### config.mk
export PLATFORM = sky130hd
export DESIGN_NAME = mesh_job_scheduler
export DESIGN_NICKNAME = d
export VERILOG_FILES = /design/src/rtl/mesh_job_scheduler.sv
export SDC_FILE = /design/constraint.sdc
export NUM_CORES = 1
export LEC_CHECK = 0
export BUFFER_PORTS_ARGS = -buffer_cell sky130_fd_sc_hd__clkbuf_2
export CORE_AREA = 2 2 290 292
export CTS_CLUSTER_SIZE = 14
export DETAILED_ROUTE_END_ITERATION = 10
export DIE_AREA = 0 0 292 294
export PLACE_DENSITY = 0.34
export SETUP_SLACK_MARGIN = 0.2
export SLEW_MARGIN = 25
export SYNTH_ARGS = -nofsm -noshare
export SYNTH_HDL_FRONTEND = slang
export SYNTH_SLANG_ARGS = --single-unit
### constraint.sdc
create_clock -name clk -period 2.2 [get_ports clk]
set_input_delay 0.11 -clock clk [delete_from_list [all_inputs] [get_ports clk]]
set_output_delay 0.11 -clock clk [all_outputs]
set_load 0.05 [all_outputs]
### src/rtl/mesh_job_scheduler.sv
// Job sequencer for the 2-D MAC mesh: accepts a vector job, optionally streams the
// weight set into the mesh configuration port, starts the mesh and returns the result.
module mesh_job_scheduler #(
  parameter int DW          = 8,
  parameter int ROWS        = 16,
  parameter int COLS        = 12,
  parameter int ROW_W       = 4,
  parameter int COL_W       = 4,
  parameter int ACC_W       = 16,
  parameter int CYCLE_W     = 5,
  parameter int COMPUTE_LAT = 28
) (
  input  logic                     clk,
  input  logic                     rst,
  input  logic                     job_valid,
  output logic                     job_ready,
  input  logic                     job_reload,
  input  logic [COLS*DW-1:0]       job_x,
  output logic                     wt_rd_en,
  output logic [ROW_W+COL_W-1:0]   wt_rd_addr,
  input  logic [DW-1:0]            wt_rdata,
  output logic                     cfg_valid,
  output logic [ROW_W+COL_W-1:0]   cfg_addr,
  output logic [DW-1:0]            cfg_data,
  output logic                     mesh_start,
  output logic [COLS*DW-1:0]       x_vector_flat,
  input  logic [ROWS*ACC_W-1:0]    mesh_result,
  output logic                     res_valid,
  input  logic                     res_ready,
  output logic [ROWS*ACC_W-1:0]    res_data,
  output logic                     weights_loaded,
  output logic                     busy
);

  typedef enum logic [2:0] {
    S_IDLE,
    S_LOAD,
    S_LOAD_TAIL,
    S_START,
    S_COMPUTE,
    S_OUTPUT
  } state_e;

  state_e                   state_q;
  logic                     job_ready_q;
  logic                     wt_rd_en_q;
  logic [ROW_W-1:0]         row_q, row_d;
  logic [COL_W-1:0]         col_q, col_d;
  logic                     cfg_valid_q;
  logic [ROW_W+COL_W-1:0]   cfg_addr_q;
  logic                     mesh_start_q;
  logic [COLS*DW-1:0]       x_q;
  logic [CYCLE_W-1:0]       cnt_q;
  logic                     res_valid_q;
  logic [ROWS*ACC_W-1:0]    res_data_q;
  logic                     weights_loaded_q;
  logic                     last_addr;

  // Row-major address walk; column wraps at COLS-1 so codes col >= COLS never appear.
  always_comb begin
    last_addr = (row_q == ROW_W'(ROWS - 1)) && (col_q == COL_W'(COLS - 1));
    row_d     = row_q;
    col_d     = col_q + 1'b1;
    if (col_q == COL_W'(COLS - 1)) begin
      col_d = '0;
      row_d = row_q + 1'b1;
    end
  end

  always_ff @(posedge clk) begin
    if (rst) begin
      state_q          <= S_IDLE;
      job_ready_q      <= 1'b1;
      wt_rd_en_q       <= 1'b0;
      row_q            <= '0;
      col_q            <= '0;
      cfg_valid_q      <= 1'b0;
      cfg_addr_q       <= '0;
      mesh_start_q     <= 1'b0;
      x_q              <= '0;
      cnt_q            <= '0;
      res_valid_q      <= 1'b0;
      res_data_q       <= '0;
      weights_loaded_q <= 1'b0;
    end else begin
      // The config port is the read strobe/address delayed to line up with read data.
      cfg_valid_q  <= wt_rd_en_q;
      cfg_addr_q   <= {row_q, col_q};
      mesh_start_q <= 1'b0;
      case (state_q)
        S_IDLE: begin
          if (job_valid && job_ready_q) begin
            x_q         <= job_x;
            job_ready_q <= 1'b0;
            if (job_reload || !weights_loaded_q) begin
              state_q          <= S_LOAD;
              weights_loaded_q <= 1'b0;
              wt_rd_en_q       <= 1'b1;
              row_q            <= '0;
              col_q            <= '0;
            end else begin
              state_q      <= S_START;
              mesh_start_q <= 1'b1;
            end
          end
        end
        S_LOAD: begin
          if (last_addr) begin
            wt_rd_en_q <= 1'b0;
            state_q    <= S_LOAD_TAIL;
          end else begin
            row_q <= row_d;
            col_q <= col_d;
          end
        end
        S_LOAD_TAIL: begin
          weights_loaded_q <= 1'b1;
          mesh_start_q     <= 1'b1;
          state_q          <= S_START;
        end
        S_START: begin
          cnt_q   <= '0;
          state_q <= S_COMPUTE;
        end
        S_COMPUTE: begin
          if (cnt_q == CYCLE_W'(COMPUTE_LAT - 1)) begin
            res_data_q  <= mesh_result;
            res_valid_q <= 1'b1;
            state_q     <= S_OUTPUT;
          end else begin
            cnt_q <= cnt_q + 1'b1;
          end
        end
        S_OUTPUT: begin
          if (res_ready) begin
            res_valid_q <= 1'b0;
            job_ready_q <= 1'b1;
            state_q     <= S_IDLE;
          end
        end
        default: begin
          state_q <= S_IDLE;
        end
      endcase
    end
  end

  // job_ready is forced low while rst is held so no job slips in during reset.
  assign job_ready      = job_ready_q & ~rst;
  assign wt_rd_en       = wt_rd_en_q;
  assign wt_rd_addr     = {row_q, col_q};
  assign cfg_valid      = cfg_valid_q;
  assign cfg_addr       = cfg_addr_q;
  assign cfg_data       = cfg_valid_q ? wt_rdata : '0;
  assign mesh_start     = mesh_start_q;
  assign x_vector_flat  = x_q;
  assign res_valid      = res_valid_q;
  assign res_data       = res_data_q;
  assign weights_loaded = weights_loaded_q;
  assign busy           = (state_q != S_IDLE);

endmodule

==> flow_metrics.tcl <==
set metrics [dict create \
    num_vias 15200 \
    syn2layout_area_growth_pct 76.69 \
    r2r_end "res_data[225]" \
    io_pins 748 \
    hold_class "input port to flip-flop" \
    synth_area_sq_mm 0.01349 \
    hold_viol 0 \
    vias_per_cell 3.912 \
    core-area_sq_mm 0.08289 \
    die_h_um 294 \
    nFillCells 9075 \
    register_area_sq_mm 0.007647 \
    drc 0 \
    clk_latency_ns 0.57 \
    final_cell_mix "clkbuf_2, nand2_1, dfxtp_1, a21oi_1, dlygate4sd3_1" \
    p_leak_nw 10.17 \
    clk_pin_slew_ns 0.06 \
    place_congestion 0.7863 \
    multi_input_area_sq_mm 0.005182 \
    first_pass_iters 5 \
    syn_inst 1683 \
    path_class "flip-flop to flip-flop" \
    syn_area_per_cell_sq_um 8.018 \
    critPathCaptureType "flip-flop" \
    peakVddDrop_mv 0.4872 \
    antenna_found_initial 0 \
    h-tree-depth 2 \
    cp.required_ns 2.70 \
    finalSetupViolations 0 \
    track_usage 0.1277 \
    cp_data_arrival_time_ns 2.39 \
    ys.flop_type "dfxtp_1" \
    cts_tree "done" \
    final_common_cell "clkbuf_2" \
    status "finished, final reports clean" \
    grt_pass1_wl_mm 87.18 \
    clockBufferDepth 3 \
    p_per_area_mw_per_mm2 848.5 \
    relSlewSlack 0.5534 \
    diodes 0 \
    drt-total-wl_mm 58.18 \
    crit_fanout 35 \
    rrSetupSlack_ns 0.31 \
    die_area_sq_mm 0.08585 \
    rows 106 \
    layout_worst_path_cycle_share 0.8589 \
    cp-start-kind "flip-flop" \
    syn-num-nets 2051 \
    grt_pass1_vias 15370 \
    final_max_slew_viol_count 0 \
    synth_top_area_share 0.5667 \
    finalNonFillerCells 3885 \
    yosys_warnings 0 \
    hp-start "mesh_result[28]" \
    synth-edff-count 0 \
    post_cts_resized 0 \
    rr_worst_depth 6 \
    wire_per_inst_um 14.98 \
    worst_pin_slew_ns 0.6654 \
    place_inst 3438 \
    fin_nets 3135 \
    max_freq_mhz 529.2 \
    numClockSinks 382 \
    ys_seq_elements 382 \
    ant_nets 0 \
    hold_path_end "res_data[28]" \
    synth_top_area_cell "dfxtp_1" \
    cts_buffers 49 \
    r2r-start "cnt_q[0]" \
    whs_path_depth 4 \
    skew_ns 0.01731 \
    start_util 0.1628 \
    grt_max_degree 89 \
    tns_ns 0 \
    synthArstFlopShare 0 \
    port_buffers 747 \
    rsz0062_at_grt "true" \
    dp_hpwl_mm 42.37 \
    cts_root_buffer "clkbuf_16" \
    drive_above_1_share 0.3152 \
    grt_remaining_overflow 0 \
    finalCriticalPeriod_ns 1.890 \
    ys_seq_area_frac 0.5667 \
    synth_cell_types 46 \
    final_util 0.2876 \
    synthTopCellsByArea "dfxtp_1, nand2_1, a21oi_1, clkbuf_1, buf_2" \
    maxCapViolations 0 \
    initialDrtViolationCount 468 \
    die_x_um 292 \
]
Yosys cell counts, types with 3 or more instances:
library cell  instances
buf_4                20
nand3_1               9
buf_6                11
nand2_1             716
inv_1                 5
nor2_1                7
buf_2                32
nor3_1                3
ha_1                  3
clkbuf_1             59
and2_1               10
dfxtp_1             382
and3_1                4
a21oi_1             366
nor2b_1              13
through the flow:
stage / setup WS, ns / power (mW) / hold WS [ns] / area, sq um
after detailed placement: 0.2760 / 11.63 / 0.3379 / 18580
after CTS: 0.2736 / 20.67 / 0.2442 / 23840
final: 0.3104 / 20.23 / 0.3060 / 23840
after global routing: 0.1854 / 21.20 / 0.2745 / 23840
after global placement: 0.3103 / 11.60 / 0.3325 / 18580
after floorplan: 0.3047 / 10.23 / 0.2460 / 13490
where the power goes:
part | internal, mW | leakage, nW | switching [mW] | total (mW)
sequential | 7.31 | 3.09 | 0.234 | 7.54
combinational | 1.47 | 6.26 | 2.95 | 4.42
clock | 5.09 | 0.818 | 3.18 | 8.27
total | 13.9 | 10.2 | 6.36 | 20.2
critical path, cell delays in order (launching register included):
cell     delay (ns)
dfxtp_1        0.36
ha_1           0.22
and4b_1        0.30
and2_4         0.22
buf_4          0.34
nand2_1        0.21
a21oi_1        0.16
layer usage:
metal  GRT usage  up-vias  wire length [um]
met5           0        -                 0
met4     0.04350        0              1729
met3     0.04124       97              4337
met2      0.2278      494             28630
met1      0.1424     6977             23480
li1            -     7630                 -
what timing repair did:
item	in CTS	in global routing
endpoints found under the hold margin	364	0
hold buffers	358	0
setup endpoints to repair	0	6
setup buffers	0	0
area by class of cell:
class / instances / share of cell area
Clock inverter: 11 / 0.006297
Multi-Input combinational cell: 1173 / 0.2174
Tap cell: 1080 / 0.05668
Clock buffer: 78 / 0.06407
Inverter: 5 / 0.0007872
Timing Repair Buffer: 1156 / 0.3341
Sequential cell: 382 / 0.3207
worst max path at each step:
stage,start,to,depth (start not counted)
3_5_place_dp,state_q[1],res_data[225],5
2_1_floorplan,col_q[0],state_q[0],5
3_3_place_gp,state_q[1],res_data[225],5
5_1_grt,cnt_q[0],res_data[55],7
4_1_cts,state_q[1],res_data[225],5
6_report,cnt_q[0],res_data[225],6
sequential cells by signal, summed over array words and instances (netlist names), 3 cells and up:
name and cells:
res_data 256, state_q 3, x_vector_flat 96, col_q 4, row_q 4, cfg_addr 8, cnt_q 5
kinds of logic after synthesis:
kind of cell,Yosys count,share of synthesized area
xor+xnor,2,0.001298
buf+inv,128,0.05025
flops,382,0.5667
fa+ha+maj,3,0.002782
compound gates,387,0.1480
simple gates,781,0.2310
No activity file was read; power rests on OpenSTA's default activity.
